### src/rtl/rv_mc_ctrl.sv
// Multi-cycle RV32I main controller: FETCH/DECODE/EXEC/MEM/WB sequencing with
// shared memory-port handshake, memory-timeout fault and retired-instruction counter.
module rv_mc_ctrl #(
    parameter int MEM_TIMEOUT = 15,
    parameter int CNT_W       = 32
) (
    input  logic             clk_i,
    input  logic             rst_i,
    input  logic [6:0]       opcode_i,
    input  logic             branch_taken_i,
    input  logic             mem_ack_i,
    output logic             mem_req_o,
    output logic             mem_we_o,
    output logic             ir_we_o,
    output logic             pc_we_o,
    output logic [1:0]       alu_op_o,
    output logic             alu_src_o,
    output logic             branch_o,
    output logic             rd_we_o,
    output logic             alu_dst_o,
    output logic             instr_done_o,
    output logic [CNT_W-1:0] instret_o,
    output logic             fault_o,
    output logic [2:0]       state_o
);

    localparam logic [2:0] S_FETCH  = 3'd0;
    localparam logic [2:0] S_DECODE = 3'd1;
    localparam logic [2:0] S_EXEC   = 3'd2;
    localparam logic [2:0] S_MEM    = 3'd3;
    localparam logic [2:0] S_WB     = 3'd4;
    localparam logic [2:0] S_FAULT  = 3'd7;

    localparam logic [6:0] OP_R      = 7'b0110011;
    localparam logic [6:0] OP_I      = 7'b0010011;
    localparam logic [6:0] OP_LOAD   = 7'b0000011;
    localparam logic [6:0] OP_STORE  = 7'b0100011;
    localparam logic [6:0] OP_BRANCH = 7'b1100011;

    // Class NONE doubles as the cleared value and the illegal-opcode marker.
    localparam logic [2:0] C_NONE   = 3'd0;
    localparam logic [2:0] C_R      = 3'd1;
    localparam logic [2:0] C_I      = 3'd2;
    localparam logic [2:0] C_LOAD   = 3'd3;
    localparam logic [2:0] C_STORE  = 3'd4;
    localparam logic [2:0] C_BRANCH = 3'd5;

    localparam bit TO_EN = (MEM_TIMEOUT > 0);
    localparam int TW    = (MEM_TIMEOUT > 1) ? $clog2(MEM_TIMEOUT + 1) : 1;

    function automatic logic [2:0] classify(input logic [6:0] op);
        case (op)
            OP_R:      classify = C_R;
            OP_I:      classify = C_I;
            OP_LOAD:   classify = C_LOAD;
            OP_STORE:  classify = C_STORE;
            OP_BRANCH: classify = C_BRANCH;
            default:   classify = C_NONE;
        endcase
    endfunction

    logic [2:0]       state_q, state_d;
    logic [2:0]       cls_q;
    logic [TW-1:0]    tcnt_q;
    logic [CNT_W-1:0] instret_q;
    logic             mem_phase;
    logic             timeout_hit;

    assign mem_phase   = (state_q == S_FETCH) || (state_q == S_MEM);
    // An ack in the final permitted cycle still wins over the timeout.
    assign timeout_hit = TO_EN && mem_phase && !mem_ack_i && (tcnt_q == TW'(MEM_TIMEOUT));

    always_ff @(posedge clk_i) begin
        if (rst_i) begin
            state_q   <= S_FETCH;
            cls_q     <= C_NONE;
            tcnt_q    <= '0;
            instret_q <= '0;
        end else begin
            state_q <= state_d;
            if (state_q == S_DECODE)
                cls_q <= classify(opcode_i);
            if (state_d != state_q)
                tcnt_q <= '0;
            else if (TO_EN && mem_phase && !mem_ack_i)
                tcnt_q <= tcnt_q + TW'(1);
            if (instr_done_o)
                instret_q <= instret_q + CNT_W'(1);
        end
    end

    always_comb begin
        state_d = state_q;
        case (state_q)
            S_FETCH: begin
                if (mem_ack_i)
                    state_d = S_DECODE;
                else if (timeout_hit)
                    state_d = S_FAULT;
            end
            S_DECODE: state_d = (classify(opcode_i) == C_NONE) ? S_FAULT : S_EXEC;
            S_EXEC: begin
                case (cls_q)
                    C_R, C_I:         state_d = S_WB;
                    C_LOAD, C_STORE:  state_d = S_MEM;
                    C_BRANCH:         state_d = S_FETCH;
                    default:          state_d = S_FAULT;
                endcase
            end
            S_MEM: begin
                if (mem_ack_i)
                    state_d = (cls_q == C_LOAD) ? S_WB : S_FETCH;
                else if (timeout_hit)
                    state_d = S_FAULT;
            end
            S_WB:    state_d = S_FETCH;
            default: state_d = S_FAULT;
        endcase
    end

    // Strobes are forced low for the whole reset cycle, whatever the state register holds.
    always_comb begin
        mem_req_o    = 1'b0;
        mem_we_o     = 1'b0;
        ir_we_o      = 1'b0;
        pc_we_o      = 1'b0;
        alu_op_o     = 2'b00;
        alu_src_o    = 1'b0;
        branch_o     = 1'b0;
        rd_we_o      = 1'b0;
        alu_dst_o    = 1'b0;
        instr_done_o = 1'b0;
        if (!rst_i) begin
            case (state_q)
                S_FETCH: begin
                    mem_req_o = 1'b1;
                    ir_we_o   = mem_ack_i;
                    pc_we_o   = mem_ack_i;
                end
                S_EXEC: begin
                    case (cls_q)
                        C_R: alu_op_o = 2'b10;
                        C_I: begin
                            alu_op_o  = 2'b10;
                            alu_src_o = 1'b1;
                        end
                        C_LOAD, C_STORE: alu_src_o = 1'b1;
                        C_BRANCH: begin
                            alu_op_o     = 2'b01;
                            branch_o     = 1'b1;
                            pc_we_o      = branch_taken_i;
                            instr_done_o = 1'b1;
                        end
                        default: ;
                    endcase
                end
                S_MEM: begin
                    mem_req_o    = 1'b1;
                    mem_we_o     = (cls_q == C_STORE);
                    alu_src_o    = 1'b1;
                    instr_done_o = mem_ack_i && (cls_q == C_STORE);
                end
                S_WB: begin
                    rd_we_o      = 1'b1;
                    alu_dst_o    = (cls_q == C_LOAD);
                    instr_done_o = 1'b1;
                end
                default: ;
            endcase
        end
    end

    assign instret_o = instret_q;
    assign fault_o   = (state_q == S_FAULT);
    assign state_o   = state_q;

endmodule

### config.mk
export PLATFORM = sky130hd
export DESIGN_NAME = rv_mc_ctrl
export DESIGN_NICKNAME = d
export VERILOG_FILES = /design/src/rtl/rv_mc_ctrl.sv
export SDC_FILE = /design/constraint.sdc
export NUM_CORES = 1
export LEC_CHECK = 0
export BUFFER_PORTS_ARGS = -buffer_cell sky130_fd_sc_hd__clkbuf_2
export CORE_MARGIN = 8
export CORE_UTILIZATION = 35
export CTS_BUF_LIST = sky130_fd_sc_hd__clkbuf_4 sky130_fd_sc_hd__clkbuf_8
export DETAILED_ROUTE_END_ITERATION = 10
export GPL_ROUTABILITY_DRIVEN = 1
export PLACE_DENSITY = 0.67
export SETUP_SLACK_MARGIN = 0.02
export SLEW_MARGIN = 20
export SYNTH_ARGS = -nofsm -noshare
export SYNTH_HDL_FRONTEND = slang
export SYNTH_SLANG_ARGS = --single-unit
### constraint.sdc
create_clock -name clk_i -period 2 [get_ports clk_i]
set_input_delay 0.2 -clock clk_i [delete_from_list [all_inputs] [get_ports clk_i]]
set_output_delay 0.2 -clock clk_i [all_outputs]
set_load 0.05 [all_outputs]
After elaboration in Yosys (flattened, before gate mapping)
Index checks and enable logic that the tools add are counted.
{"block": "classes", "order_cmp": 0, "muxes": 33, "bitwise_logic": 0, "reduce_logical": 12, "eq_ne": 17, "n_addsub": 2, "multipliers": 0, "div_mod_pow": 0, "shift": 0}
{"op": "$add A32 B1 Y32 const B", "count": 1}
{"op": "$pmux W3 S5", "count": 2}
{"op": "$mux W1", "count": 18}
{"op": "$mux W3", "count": 6}
{"op": "$eq A7 B6 Y1 const B", "count": 2}
{"op": "$eq A3 B2 Y1 const B", "count": 4}
{"op": "$eq A3 B3 Y1 const B", "count": 4}
{"op": "$pmux W3 S3", "count": 1}
{"op": "$reduce_or A2 Y1", "count": 4}
{"op": "$eq A7 B2 Y1 const B", "count": 1}
{"op": "$eq A7 B5 Y1 const B", "count": 1}
{"op": "$eq A7 B7 Y1 const B", "count": 1}
{"op": "$eq A3 B1 Y1 const B", "count": 2}
{"op": "$logic_not A3 Y1", "count": 2}
{"op": "$add A4 B1 Y4 const B", "count": 1}
{"op": "$eq A4 B4 Y1 const B", "count": 1}
{"op": "$mux W2", "count": 2}
{"op": "$pmux W1 S2", "count": 2}
{"op": "$pmux W2 S2", "count": 1}
{"op": "$logic_and A1 B1 Y1", "count": 3}
{"op": "$ne A3 B3 Y1", "count": 1}
{"op": "$pmux W1 S3", "count": 1}
{"op": "$reduce_or A3 Y1", "count": 1}
{"op": "$logic_not A1 Y1", "count": 1}
{"op": "$logic_or A1 B1 Y1", "count": 1}
{"block": "word_totals", "ff_bits": 42, "memories": 0, "elab_cells": 68, "latch_bits": 0, "ramBits": 0, "romBits": 0, "input_bits": 11}

Longest topological paths before layout
{"block": "logic_depth", "ltp_word": 9, "ltp_mapped": 7, "mapped_depth_nobuf": 6}

Least setup slack after synthesis
Ideal clock, no wire load.
{"block": "synth_timing", "path_type": "flip-flop to output port", "from": "reg state_q[2], in the netlist state_o[2]", "to": "out alu_dst_o", "slack_ns": -1.789, "arrival_time_ns": 3.589, "t_required_ns": 1.800, "n_path_buf": 2, "path_stages_with_launch": 5, "cell_sequence": "dfxtp_1 -> buf_2 -> clkbuf_1 -> nor4b_1 -> and4b_1"}
{"block": "synth_via", "elab_chain_len": 3}
{"item": "start: declaration", "line": "62", "source": "logic [2:0] state_q, state_d;"}
{"item": "start signal: assignment", "line": "80", "source": "state_q <= state_d;"}
{"item": "$eq A3 B3 Y1", "line": "134", "source": "case (state_q)"}
{"item": "$mux W1", "line": "134"}
{"item": "$mux W1", "line": "133", "source": "if (!rst_i) begin"}
{"item": "end: declaration", "line": "20", "source": "output logic alu_dst_o,"}
No other way between the ends.

Worst setup path in the final report
{"block": "layout_timing", "from": "reg state_q[2], in the netlist state_o[2]", "to": "reg instret_q[25], in the netlist instret_o[25]"}
{"block": "layout_via", "elab_chain_len": 3, "elab_cells_between_ends": 5}
{"item": "$eq A3 B3 Y1 / $eq A3 B2 Y1 (equally long branches)", "line": "134"}
{"item": "$pmux W1 S3 *", "line": "134"}
{"item": "$mux W1 *", "line": "133"}
{"item": "end signal: assignment", "line": "88", "source": "instret_q <= instret_q + CNT_W'(1);"}
{"item": "end: declaration", "line": "65", "source": "logic [CNT_W-1:0] instret_q;"}
Mark *: on every way between the ends. The rest lies on a longest branch, timed or not.
A chain may end at the register's enable or synchronous reset.

==> metrics <==
largest net degree at the start of global routing=31; mux cell area share after synthesis=0.00866; area delta synth->final=38.5%; Rows=30; WP data arrival=2.24 ns; later-pin clock latency in the skew report=~0.30 ns; overall global routing resource usage=0.136; setup slack, reg-to-reg=-0.005 ns; syn nets=roughly 320; count of state elements after synthesis=42; die width=~100 um; CP max stage cell=or4_1; area leader, netlist=dfxtp_1; Clock Sinks=42; Setup TNS Final=-0.00876 ns; pin slew with the least headroom to its limit=0.412 ns; gr ovfl total=0; worst setup margin=-0.00478 ns; die height=~100 um; Antenna Nets Post-Route=0; commonest non-fill, non-tap cells in the layout=clkbuf_2, buf_4, a21oi_1; Ys Warns=0; DIE AREA=between 9000 and 10000 um^2; crit path kind=reg2reg; synth top area cells=dfxtp_1, a21oi_1, xnor2_1, o21ai_0, nor2_1; PD cells=between 800 and 900 nW/um^2; layout cell share with drive strength beyond 1=0.403; Detailed Route WL=6610 um; status=complete, but fails checks; Clk pin slew, worst setup/hold paths=0.08 ns; fraction of registers with async set or reset after synthesis=0; Initial Util=0.362; number of diodes=0; Setup Slack @ Placement=around 0.036 ns; hold path startpoint=opcode_i[5]; worst clock skew=slightly above 0.01 ns; crit path launch type=flip-flop; fin. max-slew vios=0; CP required=between 2 and 2.5 ns; vias per cell=5.23; DP Wirelength=just over 5000 um; Main synth FF type=dfxtp_1; initial antenna violation count=0; post-synthesis adder-cell area fraction=0.0102; final hold vios=0; Syn Inst Count=between 300 and 400; # setup viols final=2; DR pass1 iterations=4; Yosys top cell area share=0.342; Relative slew margins=0.724; largest family of logic cells by synthesized area=simple AND/OR/NAND/NOR gates; Via Count=roughly 2500; HP Class=in2reg; violated checks=setup timing; IO Count=58; GPL Wtd Cong=0.798; VDD IR max=around 0.00034 V; vias in the first global route=approximately 2400; crit-path max FO=6; DRC errors left=0; clk root buf=clkbuf_8; DRC marker count from the first detailed-route iteration=86; Tmin final=roughly 2 ns; CTS tree=done; highest clock rate=roughly 0.50 GHz; number of port buffers=57; synthesized area per cell=a little over 8 um^2; Post-synth EDFFs=0; Yosys cell types=between 50 and 60; Final period util=1.00; Post-Synth Simple-Gate Area=0.302; Crit. End Element=flip-flop; Core Util, Final=0.501; max-cap violation count=0; nets=392; compound-cell area share of the yosys netlist=0.222; core area=~6800 um^2; Max Buffers Root-to-Sink=2; total power=roughly 3000 uW; Num CTS Buffers=5; most common cell after layout, fill and taps aside=clkbuf_2; RSZ-0062 raised after global routing=true; leakage=around 0.0013 uW; critical path cell sequence=nor4b_4, nand4_4, a211o_1, buf_6, or4_1, a21oi_2; wire per inst=13.9 um; largest stage delay on the critical path=between 0.4 and 0.5 ns; hold slack=about 0.28 ns; first-pass GRT wire length=around 11000 um; Synth Area in XOR/XNOR=0.0535; CP startpoint=state_o[2]$_SDFF_PP0_; Post-Syn Area=2460 um^2; H-tree levels=2; worst r2r src=state_o[2]$_SDFF_PP0_; Seq/Total Area, Yosys=0.342
layout make-up:
class	count	area, um^2
well taps	96	120
repair buffers	90	576
clock buffers	5	68.8
fillers	632	3390
flip-flops and latches	42	892
inverters	13	48.8
clock inverters	3	63.8
multi-input cells	227	1630
power breakdown:
group	switching, uW	leakage (uW)	internal (uW)
clock network	304	0.0000658	494
logic	800	0.000862	460
registers	68.7	0.000354	883
state kept, by name (all words and copies together) (netlist names):
register   cells
cls_q          3
instret_o     32
state_o        3
tcnt_q         4
through the flow:
| step | cell area, um^2 | std cells |
|---|---|---|
| CTS | 3330 | 475 |
| finish | 3400 | 476 |
| global placement | 3160 | 465 |
| detailed placement | 3160 | 465 |
| global route | 3400 | 476 |
| floorplan | 2650 | 304 |
timing repair:
item / 4_1_cts / 5_1_grt
setup buffers: 2 / 1
hold buffers: 0 / 0
pin swaps: 2 / 10
endpoints found under the setup margin: 4 / 20
gates resized for setup: 6 / 20
cell usage after synthesis (2+ instances only):
cell type,count
dfxtp_1,42
and3_1,6
ha_1,2
a31oi_1,3
nand2_1,17
nor4_2,2
and3b_1,3
inv_1,12
o31ai_1,5
buf_2,7
nand4_1,4
a21oi_1,29
and4b_1,2
nor2b_1,4
nor2_1,23
nor4b_1,2
clkbuf_1,11
nor4_1,2
nor3_1,8
or4_1,6
a21boi_0,2
xnor2_1,11
a211o_1,6
a211oi_1,8
or3_1,13
nand2b_1,5
a22oi_1,2
and4_1,4
o21ai_0,19
xor2_1,4
clkbuf_2,2
nand3_1,11
final timing paths:
kind / endpoint / depth (start not counted)
worst min register to register: instret_o[24]$_SDFFE_PP0P_ / 2
worst max-delay path: instret_o[25]$_SDFFE_PP0P_ / 6
worst max register to register: instret_o[25]$_SDFFE_PP0P_ / 6
worst min-delay path: cls_q[1]$_SDFFE_PP0P_ / 4
critical path: cells and delay by family, from the launching register on:
| kind | cells | cell delay (ns) |
|---|---|---|
| flip-flops | 1 | 0.37 |
| buffers and inverters | 1 | 0.15 |
| AO/OA/AOI/OAI | 2 | 0.50 |
| AND/OR/NAND/NOR | 3 | 0.93 |
cell families (layout without fill, tap and decap cells):
| group | count (synthesis) | count (layout) |
|---|---|---|
| and+or+nand+nor | 122 | 122 |
| adders and majority gates | 2 | 2 |
| buffers and inverters | 35 | 111 |
| xor gates and xnor gates | 15 | 15 |
| AOI/OAI and AO/OA | 86 | 86 |
| DFF | 42 | 42 |
| muxes | 2 | 2 |
per-layer routing:
metal,track usage,vias to the layer above,routed length (um)
li1,-,1260,-
met1,0.159,1170,2930
met2,0.234,51,3240
met3,0.0360,8,360
met4,0.0419,0,84
met5,0,-,0
Note: power is estimated with default switching activity, not from simulation.
